$ cat config.mk
export PLATFORM = sky130hd
export DESIGN_NAME = jailbreak_hs_sequencer
export DESIGN_NICKNAME = d
export VERILOG_FILES = /design/src/rtl/jailbreak_hs_sequencer_pkg.sv /design/src/rtl/jailbreak_hs_sequencer.sv
export SDC_FILE = /design/constraint.sdc
export NUM_CORES = 1
export LEC_CHECK = 0
export CAP_MARGIN = 20
export CORE_UTILIZATION = 51
export CTS_BUF_LIST = sky130_fd_sc_hd__clkbuf_4
export DETAILED_ROUTE_END_ITERATION = 12
export GPL_TIMING_DRIVEN = 1
export PLACE_DENSITY = 0.82
export SLEW_MARGIN = 30
export SYNTH_ARGS = -nofsm -noshare
export SYNTH_HDL_FRONTEND = slang
export SYNTH_SLANG_ARGS = --single-unit
$ cat constraint.sdc
create_clock -name clk -period 2.26 [get_ports clk]
set_input_delay 0.452 -clock clk [delete_from_list [all_inputs] [get_ports clk]]
set_output_delay 0.452 -clock clk [all_outputs]
set_load 0.03 [all_outputs]
$ cat src/rtl/jailbreak_hs_sequencer_pkg.sv
// rtl/jailbreak_hs_sequencer_pkg.sv - shared types and widths for the hi-score sequencer
package jailbreak_hs_sequencer_pkg;

    // Address width shared with the hi-score block and the dataslot staging buffer
    localparam int HS_ADDR_WIDTH = 12;

    typedef enum logic [2:0] {
        IDLE         = 3'd0,
        HALT_WAIT    = 3'd1,
        LOAD_FETCH   = 3'd2,
        LOAD_WRITE   = 3'd3,
        SAVE_ADDR    = 3'd4,
        SAVE_CAPTURE = 3'd5,
        RELEASE      = 3'd6,
        DONE         = 3'd7
    } hs_seq_state_e;

endpackage

$ cat src/rtl/jailbreak_hs_sequencer.sv
// rtl/jailbreak_hs_sequencer.sv - halts the core and copies hi-score bytes between core RAM and staging buffer
module jailbreak_hs_sequencer
    import jailbreak_hs_sequencer_pkg::*;
#(
    parameter int HS_BYTES     = 256,
    parameter int HALT_SETTLE  = 16,
    parameter int READ_LATENCY = 2
) (
    input  logic                     clk,
    input  logic                     reset,
    input  logic                     start_load,
    input  logic                     start_save,
    output logic                     busy,
    output logic                     done,
    output logic                     processor_halt,
    output logic [HS_ADDR_WIDTH-1:0] hs_address,
    output logic                     hs_access_write,
    output logic                     hs_write_enable,
    output logic [7:0]               hs_data_in,
    input  logic [7:0]               hs_data_out,
    output logic [HS_ADDR_WIDTH-1:0] buf_addr,
    output logic                     buf_wr,
    output logic [7:0]               buf_wr_data,
    input  logic [7:0]               buf_rd_data
);

    localparam int WAIT_MAX = (HALT_SETTLE > READ_LATENCY) ? HALT_SETTLE : READ_LATENCY;
    localparam int CNT_W    = $clog2(WAIT_MAX + 1);

    localparam logic [CNT_W-1:0]         SETTLE_RELOAD = CNT_W'(HALT_SETTLE - 1);
    localparam logic [CNT_W-1:0]         READ_RELOAD   = CNT_W'(READ_LATENCY - 1);
    localparam logic [HS_ADDR_WIDTH-1:0] LAST_IDX      = HS_ADDR_WIDTH'(HS_BYTES - 1);

    hs_seq_state_e              state_q, state_d;
    logic [HS_ADDR_WIDTH-1:0]   idx_q, idx_d;
    logic [CNT_W-1:0]           cnt_q, cnt_d;
    logic                       is_load_q, is_load_d;
    logic [HS_ADDR_WIDTH-1:0]   hs_address_q;
    logic [HS_ADDR_WIDTH-1:0]   buf_addr_q;
    logic                       hs_addr_upd;
    logic                       buf_addr_upd;

    always_ff @(posedge clk) begin
        if (reset) begin
            state_q      <= IDLE;
            idx_q        <= '0;
            cnt_q        <= '0;
            is_load_q    <= 1'b0;
            hs_address_q <= '0;
            buf_addr_q   <= '0;
        end else begin
            state_q   <= state_d;
            idx_q     <= idx_d;
            cnt_q     <= cnt_d;
            is_load_q <= is_load_d;
            if (hs_addr_upd) begin
                hs_address_q <= idx_d;
            end
            if (buf_addr_upd) begin
                buf_addr_q <= idx_d;
            end
        end
    end

    // One down-counter times both the halt settle and the RAM read latency
    always_comb begin
        state_d   = state_q;
        idx_d     = idx_q;
        cnt_d     = cnt_q;
        is_load_d = is_load_q;
        unique case (state_q)
            IDLE: begin
                if (start_load || start_save) begin
                    state_d   = HALT_WAIT;
                    is_load_d = start_load;
                    cnt_d     = SETTLE_RELOAD;
                end
            end
            HALT_WAIT: begin
                if (cnt_q == '0) begin
                    idx_d   = '0;
                    cnt_d   = READ_RELOAD;
                    state_d = is_load_q ? LOAD_FETCH : SAVE_ADDR;
                end else begin
                    cnt_d = cnt_q - 1'b1;
                end
            end
            LOAD_FETCH: begin
                state_d = LOAD_WRITE;
            end
            LOAD_WRITE: begin
                if (idx_q == LAST_IDX) begin
                    state_d = RELEASE;
                end else begin
                    idx_d   = idx_q + 1'b1;
                    state_d = LOAD_FETCH;
                end
            end
            SAVE_ADDR: begin
                if (cnt_q == '0) begin
                    state_d = SAVE_CAPTURE;
                end else begin
                    cnt_d = cnt_q - 1'b1;
                end
            end
            SAVE_CAPTURE: begin
                if (idx_q == LAST_IDX) begin
                    state_d = RELEASE;
                end else begin
                    idx_d   = idx_q + 1'b1;
                    cnt_d   = READ_RELOAD;
                    state_d = SAVE_ADDR;
                end
            end
            RELEASE: begin
                state_d = DONE;
            end
            DONE: begin
                state_d = IDLE;
            end
            default: begin
                state_d = IDLE;
            end
        endcase
    end

    // Addresses are registered so they are valid from the first cycle of each access state
    always_comb begin
        hs_addr_upd  = (state_d == LOAD_WRITE) || (state_d == SAVE_ADDR) ||
                       (state_d == SAVE_CAPTURE);
        buf_addr_upd = (state_d == LOAD_FETCH) || (state_d == SAVE_CAPTURE);
    end

    assign busy            = (state_q != IDLE);
    assign done            = (state_q == DONE);
    assign processor_halt  = (state_q != IDLE) && (state_q != DONE);
    assign hs_access_write = is_load_q && ((state_q == HALT_WAIT) ||
                             (state_q == LOAD_FETCH) || (state_q == LOAD_WRITE));
    assign hs_write_enable = (state_q == LOAD_WRITE);
    assign hs_data_in      = (state_q == LOAD_WRITE) ? buf_rd_data : 8'h00;
    assign buf_wr          = (state_q == SAVE_CAPTURE);
    assign buf_wr_data     = (state_q == SAVE_CAPTURE) ? hs_data_out : 8'h00;
    assign hs_address      = hs_address_q;
    assign buf_addr        = buf_addr_q;

endmodule

==> run summary, run 1 <==
status -> finished, final reports clean
clock-pin slew on the worst setup and hold paths -> 130 ps
fraction of final layout cells with drive strength greater than 1 -> 0.308
kind of end point of the critical path -> flop
class of the tightest hold or removal check -> input port to flop
Area growth syn-to-layout -> 33.7%
area of the core -> 4850 sq um
post-synth net total -> 303
most common cell in the synthesized netlist -> sky130_fd_sc_hd__dfxtp_1
placer congestion estimate -> 0.887
P per Cell Area -> 707 nW/um^2
number of global-route vias before repair -> 2242
post-layout instance count excluding filler cells -> 424
post-placement worst setup slack -> 39.0 ps
dpl cells -> 415
most used flip-flop cell after synthesis -> sky130_fd_sc_hd__dfxtp_1
number of enable flip-flop cells after synthesis -> 0
leak pwr -> 1.29 nW
final hold violations -> 0
Fmax achieved -> 0.452 GHz
dominant cells by area after synthesis -> sky130_fd_sc_hd__dfxtp_1 34%, sky130_fd_sc_hd__a211oi_2 4.7%, sky130_fd_sc_hd__a211oi_1 4.3%
final worst setup slack -> 49.3 ps
Detailed Place HPWL -> 5.04 mm
Antenna Cells -> 0
total overflow reported by the global router -> 0
number of maximum-capacitance violations -> 0
total wirelength of the detailed-routed design -> 6.96 mm
share of Yosys cell area claimed by the top area cell type -> 0.341
root buf cell -> sky130_fd_sc_hd__clkbuf_4
Starting Density -> 0.544
overall fraction of global-route tracks in use -> 0.256
sort of element at the start of the critical path -> flop
CTS tree -> done
total number of nets in the final design -> 378
clock sink total -> 45
final setup skew -> 3.74 ps
synthesized instance count -> 281
CTS max path bufs -> 2
worst skew pair latency -> 360 ps
GR met1 Demand/Resource -> 0.342
Final min period -> 2210 ps
post-route core utilization -> 0.727
transition at the pin with the smallest max-transition slack -> 587 ps
overall die area -> 5470 sq um
peak fanout along the critical path -> 5
GRT busiest layer -> met2
data arrival time of the critical path -> 2470 ps
total number of vias -> 2549
largest net degree at the start of global routing -> 29
number of buffers inserted during clock tree synthesis -> 5
DIE WIDTH -> 73.9 um
number of antenna-violating nets in the routed design -> 0
global-route wire length before repair -> 10.9 mm
number of slew-limit violations in the final report -> 0
overall die height -> 73.9 um
crit share post-route -> 0.978
met3 capacity usage during global routing -> 0.0461
layout filler cell count -> 365
via/cell ratio -> 6.01
drt initial violations -> 301
crit-path cells -> inv_1, ha_4, or4b_4, nor4_1, a311oi_2, and2_1, mux2_1
number of warnings printed during yosys synthesis -> 0
endpoint required time on the critical path -> 2520 ps
number of synthesized register bits -> 45
Max rail drop VDD -> 0.634 mV
drt pass-1 iters -> 5
CTS H-Tree Depth -> 2
post-detailed-route wirelength per cell -> 16.4 um
Distinct cells, synth -> 68
fraction of met2 tracks used by global routing -> 0.429
synthesized area per cell -> 9.39 sq um
count of endpoints failing setup in the final report -> 0
Cell Area, Synth -> 2640 sq um
count of buffers inserted at the top-level ports -> 65
antenna violations before repair -> 0
async set or reset register ratio after synthesis -> 0
highest cell delay on the worst timing path -> 480 ps
share of synthesized area occupied by flip-flops and latches -> 0.341
worst setup path category -> flop to flop
fin area -> 3530 sq um
placement row count -> 25
remaining design rule violation count -> 0
I/O pins -> 66
Max-Slew Margin vs Limit -> 0.607
leading cell types by count after synthesis -> 45 x sky130_fd_sc_hd__dfxtp_1, 27 x sky130_fd_sc_hd__nor2_1, 18 x sky130_fd_sc_hd__and2_1, 15 x sky130_fd_sc_hd__a211oi_1, 12 x sky130_fd_sc_hd__inv_1
slowest cell on the critical path -> sky130_fd_sc_hd__or4b_4
instance area at placement -> 3360 sq um
top cell type by total area after synthesis -> sky130_fd_sc_hd__dfxtp_1
repair_timing:
item,in CTS,in global routing
gates resized for setup,3,14
setup endpoints to repair,19,26
hold endpoints to repair,0,0
pin swaps,1,1
buffers inserted,1,0
hold buffers,0,0
placed cells by master, fill, tap and decap left out, types with 5 or more instances in the layout:
| cell | Yosys | final |
|---|---|---|
| sky130_fd_sc_hd__o21ai_0 | 7 | 7 |
| sky130_fd_sc_hd__buf_4 | 4 | 43 |
| sky130_fd_sc_hd__clkdlybuf4s50_1 | 0 | 43 |
| sky130_fd_sc_hd__nor3b_1 | 6 | 6 |
| sky130_fd_sc_hd__inv_1 | 12 | 12 |
| sky130_fd_sc_hd__a311oi_1 | 11 | 8 |
| sky130_fd_sc_hd__a22oi_1 | 6 | 6 |
| sky130_fd_sc_hd__a21oi_1 | 9 | 9 |
| sky130_fd_sc_hd__a211oi_1 | 15 | 15 |
| sky130_fd_sc_hd__clkbuf_4 | 0 | 6 |
| sky130_fd_sc_hd__and2_1 | 18 | 18 |
| sky130_fd_sc_hd__nor2_1 | 27 | 26 |
| sky130_fd_sc_hd__nand2_1 | 9 | 9 |
| sky130_fd_sc_hd__dfxtp_1 | 45 | 43 |
| sky130_fd_sc_hd__nor2_2 | 9 | 8 |
| sky130_fd_sc_hd__nand3_1 | 5 | 5 |
| sky130_fd_sc_hd__a211oi_2 | 10 | 10 |
cell families after synthesis:
family,Yosys count,synth area share
compound gates,94,0.330
xor+xnor,3,0.0128
fa+ha+maj,2,0.00948
buf+inv,36,0.0825
flops,45,0.341
mux,2,0.00806
simple gates,99,0.216
metal layers:
metal,routed length [um],vias up
met5,0,-
met4,133,0
met3,545,18
met2,3250,135
met1,3040,1200
li1,-,1196
layout make-up:
class                           count  area (sq um)  area share
Clock buffer                        6          45.0      0.0128
Tap cell                           67          83.8      0.0238
Timing Repair Buffer               91           818       0.232
Multi-Input combinational cell    200          1590       0.451
Inverter                           13          48.8      0.0138
Clock inverter                      2          38.8      0.0110
Sequential cell                    45           903       0.256
state kept, by name, summed over array words and instances, names as in the netlist:
| register | flops |
|---|---|
| is_load_q | 1 |
| state_q | 3 |
| buf_addr | 12 |
| hs_address | 12 |
| idx_q | 12 |
| cnt_q | 5 |
through the flow:
stage / setup TNS (ps) / total power [mW] / hold slack, ps
floorplan: 0 / 1.65 / 480
finish: 0 / 2.49 / 441
global placement: 0 / 1.93 / 481
CTS: -8.04 / 2.46 / 406
global route: -7.13 / 2.62 / 437
detailed placement: 0 / 1.95 / 496
worst max-delay path: cells and delay by family (launching register included):
family,cells,cell delay [ps]
multiplexers,1,280
AO/OA/AOI/OAI,1,140
flip-flops,1,320
adder cells (fa/ha/maj),1,170
AND/OR/NAND/NOR,3,1080
buffers and inverters,1,130
power breakdown:
part	internal, mW	leakage, nW	total (mW)	switching (mW)
Sequential	0.879	0.366	0.949	0.0701
Clock	0.248	0.0459	0.513	0.265
Combinational	0.440	0.881	1.03	0.590
path summary, 6_finish.rpt:
| kind | start | to | slack, ps | depth (start not counted) |
|---|---|---|---|---|
| hold / removal | reset | cnt_q[2] | 440 | 4 |
| hold reg to reg | hs_address[10] | hs_address[10] | 510 | 2 |
| setup / recovery | cnt_q[1] | buf_addr[4] | 50 | 7 |
| setup reg to reg | cnt_q[1] | buf_addr[4] | 50 | 7 |
No activity file was read; power rests on OpenSTA's default activity.
==> run 2: changes to the inputs <==
--- a/constraint.sdc
+++ b/constraint.sdc
@@ -3,2 +3,2 @@
 set_output_delay 0.452 -clock clk [all_outputs]
-set_load 0.03 [all_outputs]
+set_load 0.01 [all_outputs]
==> run 2 against run 1 <==
Net effect:
- clock power about the same
- wire length down 0.14%
- non-clock buffer count rose by 5
- critical path depth decreased by 2
- via count shrank 0.31%
- critical path type is now flop to output pin
- power fell by 3.8%
==> run summary, run 2 (synthesized netlist as in run 1, its figures left out) <==
slowest cell on the critical path -> sky130_fd_sc_hd__clkdlybuf4s50_1
area of the core -> 4850 sq um (unchanged)
crit share post-route -> 0.963 (-0.0155)
via/cell ratio -> 5.92 (-1.5%)
count of buffers inserted at the top-level ports -> 65 (unchanged)
clock share of power -> 0.213 (+0.007)
worst skew pair latency -> 360 ps (about the same)
data arrival time of the critical path -> 1720 ps (-750 ps)
post-detailed-route wirelength per cell -> 16.2 um (-1.3%)
I/O pins -> 66 (unchanged)
Multi-input gate area -> 1560 sq um (-1.7%)
number of global-route vias before repair -> 2269 (+1.2%)
CTS tree -> done
largest net degree at the start of global routing -> 23 (-21%)
WP buf/inv -> 2 (+1)
overall fraction of global-route tracks in use -> 0.259 (+0.00390)
transition at the pin with the smallest max-transition slack -> 534 ps (-52.9 ps)
global-route wire length before repair -> 10.8 mm (-0.13%)
Antenna Cells -> 0 (unchanged)
endpoint required time on the critical path -> 1810 ps (-710 ps)
CTS H-Tree Depth -> 2 (unchanged)
switching power total -> 0.813 mW (-12%)
total number of nets in the final design -> 383 (+1.3%)
total wirelength of the detailed-routed design -> 6.95 mm (-0.14%)
combinational power share -> 0.393 (-0.020)
total overflow reported by the global router -> 0 (unchanged)
root buf cell -> sky130_fd_sc_hd__clkbuf_4
Starting Density -> 0.544 (unchanged)
count of endpoints failing setup in the final report -> 0 (unchanged)
placement row count -> 25 (unchanged)
drt pass-1 iters -> 4 (-1)
number of antenna-violating nets in the routed design -> 0 (unchanged)
status -> finished, final reports clean
fraction of final layout cells with drive strength greater than 1 -> 0.260 (-0.0485)
class of the tightest hold or removal check -> flop to flop
leak pwr -> 1.58 nW (+23%)
antenna violations before repair -> 0 (unchanged)
slack of the worst reg-to-reg path -> 100 ps (+50 ps)
Setup TNS -> 0 ps (unchanged)
Final min period -> 2180 ps (-35.0 ps)
P per Cell Area -> 659 nW/um^2 (-6.8%)
overall die area -> 5470 sq um (unchanged)
worst setup path category -> flop to output pin
register area -> 910 sq um (+0.69%)
final hold violations -> 0 (unchanged)
sort of element at the start of the critical path -> flop
Area growth syn-to-layout -> 37.9%
placer congestion estimate -> 0.899 (+1.4%)
Max rail drop VDD -> 0.472 mV (-26%)
DIE WIDTH -> 73.9 um (unchanged)
commonest cells after routing, fill and taps aside -> 47 x sky130_fd_sc_hd__clkdlybuf4s50_1, 42 x sky130_fd_sc_hd__dfxtp_1, 26 x sky130_fd_sc_hd__nor2_1, 26 x sky130_fd_sc_hd__buf_4, 18 x sky130_fd_sc_hd__and2_1
layout filler cell count -> 351 (-3.8%)
leading cell type in the layout, fill and taps excluded -> sky130_fd_sc_hd__clkdlybuf4s50_1
remaining design rule violation count -> 0 (unchanged)
final setup skew -> 8.34 ps (+4.60 ps)
family with the most delay on the worst path -> buffers and inverters
Total Power -> 2.40 mW (-3.8%)
clock sink total -> 45 (unchanged)
Detailed Place HPWL -> 4.93 mm (-2.2%)
crit-path cells -> nand2_1, nor2_2, buf_4, and2_1, clkdlybuf4s50_1
peak fanout along the critical path -> 9 (+4)
Fmax achieved -> 0.460 GHz (+1.6%)
number of slew-limit violations in the final report -> 0 (unchanged)
Max-Slew Margin vs Limit -> 0.640 (+0.0338)
number of maximum-capacitance violations -> 0 (unchanged)
drt initial violations -> 174 (-42%)
CTS max path bufs -> 2 (unchanged)
sequential share of power -> 0.394 (+0.013)
clock-pin slew on the worst setup and hold paths -> 130 ps (about the same)
P_int -> 1.59 mW (+1.2%)
number of buffers inserted during clock tree synthesis -> 5 (unchanged)
switching share of power -> 0.339 (-0.0323)
highest cell delay on the worst timing path -> 520 ps (+40 ps)
total number of vias -> 2541 (-0.31%)
kind of end point of the critical path -> output pin
overall die height -> 73.9 um (unchanged)
==> run 2: cell types whose count changed in the layout (fill, tap and decap cells not counted), moves of 2 or more <==
cell / delta
sky130_fd_sc_hd__buf_4: -17
sky130_fd_sc_hd__dlymetal6s2s_1: +17
sky130_fd_sc_hd__clkdlybuf4s50_1: +4
sky130_fd_sc_hd__a311oi_1: +3
sky130_fd_sc_hd__a311oi_2: -3
sky130_fd_sc_hd__dfxtp_4: +2
==> run 2: final cells by class <==
class,count,area share
multi-input combinational,200,0.429
timing repair buffer,96,0.261
sequential,45,0.250
tap,67,0.0230
inverter,13,0.0134
clock buffer,6,0.0124
clock inverter,2,0.0107
==> run 2: layer usage <==
layer	share of wire	up-vias	GRT usage
met3	0.075	7	0.0542
met4	0.014	0	0.0940
li1	-	1213	-
met2	0.48	110	0.433
met1	0.43	1211	0.332
met5	0	-	0
==> run 2: what timing repair did <==
item,in CTS,in global routing
hold buffers,0,0
endpoints found under the setup margin,19,36
gates resized for setup,6,27
pin swaps,0,1
setup buffers,2,3
==> run 2: power groups by stage <==
stage / Sequential [mW] / Clock, mW / Combinational [mW]
after floorplan: 0.974 / 0 / 0.569
after global placement: 0.951 / 0 / 0.886
after detailed placement: 0.952 / 0 / 0.904
after CTS: 0.937 / 0.524 / 0.920
after global routing: 0.956 / 0.556 / 1.01
final: 0.945 / 0.511 / 0.942
==> run 2: final timing paths <==
| check | start | endpoint | cells after the start |
|---|---|---|---|
| worst max-delay path | state_q[0] | hs_data_in[7] | 5 |
| worst min register to register | hs_address[10] | hs_address[10] | 2 |
| worst max register to register | idx_q[1] | buf_addr[1] | 7 |
| worst min-delay path | hs_address[10] | hs_address[10] | 2 |
==> run 2: through the flow <==
step                       util  setup WS, ps  area [sq um]  hold slack [ps]  std cells
after detailed placement  0.705          54.1          3420              492        416
after floorplan               -           241          2640              480        281
final                     0.751          84.3          3640              507        429
after global routing      0.751         -20.2          3640              530        429
after global placement    0.705           114          3420              490        416
after CTS                 0.730          13.3          3540              510        426
==> run 2: worst reg2reg max path: cells and delay by family (launching register included) <==
kind / cells / cell delay, ps
AO/OA/AOI/OAI: 3 / 650
buffers and inverters: 1 / 230
AND/OR/NAND/NOR: 2 / 570
flip-flops: 1 / 410
adder cells (fa/ha/maj): 1 / 240
